### config.mk
export PLATFORM = sky130hd
export DESIGN_NAME = pc_gen
export DESIGN_NICKNAME = d
export VERILOG_FILES = /design/src/rtl/pc_gen_pkg.sv /design/src/rtl/pc_gen_redirect_arbiter.sv /design/src/rtl/pc_gen.sv
export SDC_FILE = /design/constraint.sdc
export NUM_CORES = 1
export LEC_CHECK = 0
export ABC_CLOCK_PERIOD_IN_PS = 3000
export BUFFER_PORTS_ARGS = -buffer_cell sky130_fd_sc_hd__buf_2
export CAP_MARGIN = 5
export CORE_AREA = 2 2 151 153
export DETAILED_ROUTE_END_ITERATION = 6
export DIE_AREA = 0 0 153 155
export GPL_ROUTABILITY_DRIVEN = 0
export PLACE_DENSITY_LB_ADDON = 0.1
export SETUP_SLACK_MARGIN = 0.3
export SLEW_MARGIN = 20
export SYNTH_ARGS = -nofsm -noshare
export SYNTH_HDL_FRONTEND = slang
export SYNTH_SLANG_ARGS = --single-unit
### constraint.sdc
create_clock -name clk -period 3 [get_ports clk]
set_input_delay 0.45 -clock clk [delete_from_list [all_inputs] [get_ports clk]]
set_output_delay 0.45 -clock clk [all_outputs]
set_load 0.02 [all_outputs]
### src/rtl/pc_gen_pkg.sv
// pc_gen_pkg: shared types and constants for the fetch-stage PC generator.
package pc_gen_pkg;
  typedef logic [63:0] u64;
  typedef logic [31:0] u32;
  typedef enum logic [1:0] {S_RST, S_REQ, S_WAIT, S_HOLD} pcgen_state_t;
  localparam u64 PC_RESET = 64'h8000_0000;
endpackage

### src/rtl/pc_gen_redirect_arbiter.sv
// pc_gen_redirect_arbiter: fixed-priority redirect select, channel 0 wins.
module pc_gen_redirect_arbiter
  import pc_gen_pkg::*;
#(
  parameter int N    = 3,
  parameter int XLEN = 64
) (
  input  logic [N-1:0]      i_valid,
  input  logic [N*XLEN-1:0] i_pc,
  output logic              o_any_valid,
  output logic [XLEN-1:0]   o_sel_pc
);
  assign o_any_valid = |i_valid;
  always_comb begin
    o_sel_pc = '0;
    for (int i = N - 1; i >= 0; i--)
      if (i_valid[i]) o_sel_pc = i_pc[i*XLEN +: XLEN];
  end
endmodule

### src/rtl/pc_gen.sv
// pc_gen: registered PC with prioritised redirects and a single-outstanding fetch handshake.
module pc_gen
  import pc_gen_pkg::*;
#(
  parameter int              XLEN         = 64,
  parameter int              NUM_REDIRECT = 3,
  parameter logic [XLEN-1:0] RESET_PC     = PC_RESET,
  parameter int              ILEN         = 32,
  parameter int              PC_STEP      = 4
) (
  input  logic                         clk,
  input  logic                         reset,
  input  logic [NUM_REDIRECT-1:0]      redirect_valid,
  input  logic [NUM_REDIRECT*XLEN-1:0] redirect_pc,
  input  logic                         stall,
  output logic                         ireq_valid,
  output logic [XLEN-1:0]              ireq_addr,
  input  logic                         ireq_ready,
  input  logic                         iresp_valid,
  input  logic [ILEN-1:0]              iresp_data,
  output logic                         out_valid,
  output logic [XLEN-1:0]              out_pc,
  output logic [ILEN-1:0]              out_instr
);
  pcgen_state_t    r_state, w_state_n;
  logic [XLEN-1:0] r_pc, w_pc_n, r_pend_pc, w_pend_pc_n, w_sel_pc;
  logic            r_pend_valid, w_pend_valid_n, r_stale, w_stale_n, w_redir;
  logic [ILEN-1:0] r_instr_q, w_instr_n;

  pc_gen_redirect_arbiter #(.N(NUM_REDIRECT), .XLEN(XLEN)) u_arb (
    .i_valid    (redirect_valid),
    .i_pc       (redirect_pc),
    .o_any_valid(w_redir),
    .o_sel_pc   (w_sel_pc)
  );

  assign ireq_valid = (r_state == S_REQ);
  assign ireq_addr  = r_pc;
  assign out_valid  = (r_state == S_HOLD) & ~w_redir;
  assign out_pc     = r_pc;
  assign out_instr  = r_instr_q;

  always_ff @(posedge clk) begin
    if (reset) begin
      r_state      <= S_RST;
      r_pc         <= RESET_PC;
      r_pend_valid <= 1'b0;
      r_pend_pc    <= '0;
      r_stale      <= 1'b0;
      r_instr_q    <= '0;
    end else begin
      r_state      <= w_state_n;
      r_pc         <= w_pc_n;
      r_pend_valid <= w_pend_valid_n;
      r_pend_pc    <= w_pend_pc_n;
      r_stale      <= w_stale_n;
      r_instr_q    <= w_instr_n;
    end
  end

  // While a request is outstanding, redirects are parked in pend_* and applied once the response retires.
  always_comb begin
    w_state_n      = r_state;
    w_pc_n         = r_pc;
    w_pend_valid_n = r_pend_valid;
    w_pend_pc_n    = r_pend_pc;
    w_stale_n      = r_stale;
    w_instr_n      = r_instr_q;
    case (r_state)
      S_RST: w_state_n = S_REQ;
      S_REQ: begin
        w_pend_valid_n = r_pend_valid | w_redir;
        w_pend_pc_n    = w_redir ? w_sel_pc : r_pend_pc;
        w_state_n      = ireq_ready ? S_WAIT : S_REQ;
        w_stale_n      = ireq_ready ? (r_pend_valid | w_redir) : r_stale;
      end
      S_WAIT: begin
        w_pend_valid_n = r_pend_valid | w_redir;
        w_pend_pc_n    = w_redir ? w_sel_pc : r_pend_pc;
        if (iresp_valid && (r_stale || r_pend_valid || w_redir)) begin
          w_pc_n         = w_redir ? w_sel_pc : r_pend_pc;
          w_pend_valid_n = 1'b0;
          w_stale_n      = 1'b0;
          w_state_n      = S_REQ;
        end else if (iresp_valid) begin
          w_instr_n = iresp_data;
          w_state_n = S_HOLD;
        end
      end
      S_HOLD: begin
        w_pc_n    = w_redir ? w_sel_pc : (stall ? r_pc : r_pc + XLEN'(PC_STEP));
        w_state_n = (w_redir || !stall) ? S_REQ : S_HOLD;
      end
    endcase
  end
endmodule

==> results.ini <==
[critical_path]
r2r_end = ireq_addr[57]$_SDFFE_PP0P_
crit_slowest_cell = sky130_fd_sc_hd__nor4_1
r2r_cells = 6
cp_data_arrival_time_ps = 2970
critPathMaxFanout = 8
critPathLaunchType = register
crit_path_kind = register to register
cp_cell_sequence = nand4_1, nor3_1, nand2_1, nor4_1, o21ai_0, a22o_1
r2r_slack_ps = 360
cp_data_required_time_ps = 3330
startpoint_of_the_most_critical_register_to_register_path = ireq_addr[19]$_SDFFE_PP0P_
worst_setup_path_end_kind = register
max_stage_delay_ps = 570

[hold_path]
worst_hold_path.endpoint = out_instr[21]$_SDFFE_PP0P_
min_path_cells = 3
min-delay-path-class = primary input to register
holdCritStartpoint = iresp_data[21]

[global_routing]
grt_first_pass_wirelength_mm = 55.5
grt_pass1_vias = 9814
gr-total-overflow = 0
grt_max_degree = 107
globalRouteTotalUtil_pct = 29.6
grt_antenna_before_repair = 1

[timing]
finalMaxSlewViolations = 0
fin_hold_ws_ps = 239
fin_crit_sh_pct = 88.0
max_freq_ghz = 0.379
worstMarginPinSlew_ps = 826
final.setup_skew_ps = 8.65
maxSlewHeadroom_pct = 44.9
finalSetupTns_ps = 0
grt_setup_unrepaired = false
setup_violations_final = 0
final_hold_vios = 0
fin_crit_ps = 2640

[pwr]
ir_worst_vdd_v = 0.000242
power.leakage_uw = 0.00519
powerDensity_mw_per_mm2 = 456

[run]
timing.max_cap.violations = 0

[drt]
first_iter_violations = 1047
num_vias = 11100
finalWirelength_mm = 36.8
ant_nets = 0
route.detailed.drc = 0
routed_via_density = 5.86
avgRoutedWirePerCell_um = 19.5
drt_first_pass_iters = 7

[die]
start_util_pct = 42.7
ioPinCount = 394
rows = 55
fp.coreArea_mm2 = 0.0222
die-height_um = 155
floorplan.die.width_um = 153
fp.dieArea_mm2 = 0.0237

[yosys]
synth_area_per_cell_um2 = 7.36
synth-async-reset-ratio_pct = 0
netlist_instances = 1289
synth.cell_area_mm2 = 0.00949
synth_ff_type = sky130_fd_sc_hd__dfxtp_1
postSynthRegisterBits = 164
synthesis.nets = 1526
yosys_warnings = 0
number_of_synthesized_flops_with_an_enable_pin = 0
ys_types = 62
seq_area_frac_synth_pct = 34.6

[final_layout]
final_area_mm2 = 0.0121
post_route_cells_drive_above_1_share_pct = 30.9
fin_cells = 1886
area_growth_from_synthesis_to_final_layout_pct = 27.0
finalCoreUtilization_pct = 54.2
design.final.nets = 1824

[clocking]
tritoncts = built
clk_pin_slew_worst_paths_ps = 70
tritoncts_num_sinks = 164
number_of_buffers_inserted_during_clock_tree_synthesis = 17
clockBufferDepth = 2
cts-root-buf = sky130_fd_sc_hd__clkbuf_16
htree_levels = 4
post_cts_hold_fix_bufs = 0
worst_skew_pair.late_latency_ps = 440

[placement]
dpl_cell_area_mm2 = 0.0114
hpwlAfterDp_mm = 27.4
place_inst = 1851
numPortBuffers = 393

[outcome]
status = completed

[what timing repair did]
| action | CTS | global route |
|---|---|---|
| setup endpoints to repair | 7 | 45 |
| setup buffers | 0 | 2 |
| gates resized for setup | 1 | 10 |
| pin swaps | 0 | 1 |
[final cells by class]
class                      instances  area, um2
fill                            2195      10200
multi-input combinational        938       5300
sequential                       164       3290
timing repair buffer             444       2420
clock buffer                      18        439
tap                              285        357
clock inverter                    14        168
inverter                          22       82.6
antenna                            1       2.50
[synthesized netlist by cell type, types with 8 or more instances]
master                     number  share of area, %
sky130_fd_sc_hd__or4_1          9              0.71
sky130_fd_sc_hd__nand2_1      182               7.2
sky130_fd_sc_hd__o32ai_1       10              0.92
sky130_fd_sc_hd__nor3_1        29               1.5
sky130_fd_sc_hd__buf_4         64               5.1
sky130_fd_sc_hd__inv_1         20              0.79
sky130_fd_sc_hd__nand3_1       23               1.2
sky130_fd_sc_hd__a31oi_1       19               1.3
sky130_fd_sc_hd__nor4_1        21               1.4
sky130_fd_sc_hd__a211oi_1      12              0.95
sky130_fd_sc_hd__a21o_1        20               1.6
sky130_fd_sc_hd__o22ai_1        8              0.53
sky130_fd_sc_hd__dfxtp_1      164                35
sky130_fd_sc_hd__clkbuf_1      89               3.5
sky130_fd_sc_hd__nor2_1       114               4.5
sky130_fd_sc_hd__a22oi_1      124               9.8
sky130_fd_sc_hd__a21oi_1      112               5.9
sky130_fd_sc_hd__nand4_1       26               1.7
sky130_fd_sc_hd__o21ai_0      121               6.4
[worst max-delay path: cells and delay by family (launching register included)]
kind | cells | cell delay, ps
compound gates | 2 | 380
flops | 1 | 500
simple gates | 4 | 1650
[placed cells by master (no fill, tap or decap), types with 5 or more instances in the layout]
master                      Yosys  layout
sky130_fd_sc_hd__a211oi_1      12      12
sky130_fd_sc_hd__nor3_1        29      29
sky130_fd_sc_hd__nor2_1       114     113
sky130_fd_sc_hd__inv_1         20      20
sky130_fd_sc_hd__nand2_1      182     181
sky130_fd_sc_hd__o21ai_1        5       5
sky130_fd_sc_hd__o21ai_0      121     121
sky130_fd_sc_hd__buf_4         64      47
sky130_fd_sc_hd__o31a_1         5       5
sky130_fd_sc_hd__dfxtp_1      164     162
sky130_fd_sc_hd__o32ai_1       10      10
sky130_fd_sc_hd__nand3_1       23      23
sky130_fd_sc_hd__clkbuf_16      0      17
sky130_fd_sc_hd__and3_1         7       7
sky130_fd_sc_hd__nor2b_1        7       6
sky130_fd_sc_hd__or3_1          5       5
sky130_fd_sc_hd__buf_2          7     391
sky130_fd_sc_hd__a21oi_1      112     111
sky130_fd_sc_hd__o22ai_1        8       8
sky130_fd_sc_hd__a22oi_1      124     124
sky130_fd_sc_hd__a21o_1        20      20
sky130_fd_sc_hd__nor4_1        21      19
sky130_fd_sc_hd__a31oi_1       19      19
sky130_fd_sc_hd__o211ai_1       5       5
sky130_fd_sc_hd__nand4_1       26      26
sky130_fd_sc_hd__or4_1          9       8
sky130_fd_sc_hd__nand3b_1       7       7
[power by group]
group	switching, uW	leakage [uW]	internal [uW]
logic	524	0.00356	349
registers	67.2	0.00133	2260
clock network	1020	0.000292	1280
[kinds of logic after synthesis]
kind of cell,count (synthesis),synth area share [%]
xor gates and xnor gates,2,0.185
buffers and inverters,187,10.1
AOI/OAI and AO/OA,479,32.1
and+or+nand+nor,448,21.9
muxes,4,0.435
DFF,164,34.6
adders and majority gates,5,0.659
[state kept, by name (all words and copies together) (netlist names)]
signal and cells:
out_instr 32, r_pend_pc 64, r_state 2, r_pend_valid 1, ireq_addr 64, r_stale 1
[metrics by stage]
stage,worst slack [ps],total power (uW)
6_report,360,5490
5_1_grt,320,5690
4_1_cts,208,5500
3_5_place_dp,217,3240
3_3_place_gp,281,3230
2_1_floorplan,642,2860
[how the worst max path moves through the flow]
| stage | startpoint | endpoint | slack, ps | depth (start not counted) |
|---|---|---|---|---|
| floorplan | ireq_addr[2]$_SDFFE_PP0P_ | ireq_addr[26]$_SDFFE_PP0P_ | 640 | 7 |
| global placement | r_state[0]$_SDFFE_PP0P_ | ireq_addr[13]$_SDFFE_PP0P_ | 280 | 9 |
| detailed placement | r_state[0]$_SDFFE_PP0P_ | ireq_addr[13]$_SDFFE_PP0P_ | 220 | 9 |
| CTS | r_state[0]$_SDFFE_PP0P_ | ireq_addr[13]$_SDFFE_PP0P_ | 210 | 9 |
| global route | ireq_addr[16]$_SDFFE_PP0P_ | ireq_addr[42]$_SDFFE_PP0P_ | 320 | 6 |
| finish | ireq_addr[19]$_SDFFE_PP0P_ | ireq_addr[57]$_SDFFE_PP0P_ | 360 | 6 |
[metal layers]
metal | track usage (%) | vias up | part of all wire, %
li1 | - | 5276 | -
met1 | 41.3 | 5136 | 44
met2 | 45.5 | 579 | 44
met3 | 7.13 | 59 | 9.6
met4 | 8.47 | 0 | 1.9
met5 | 0 | - | 0
(Power assumes the default switching activity.)
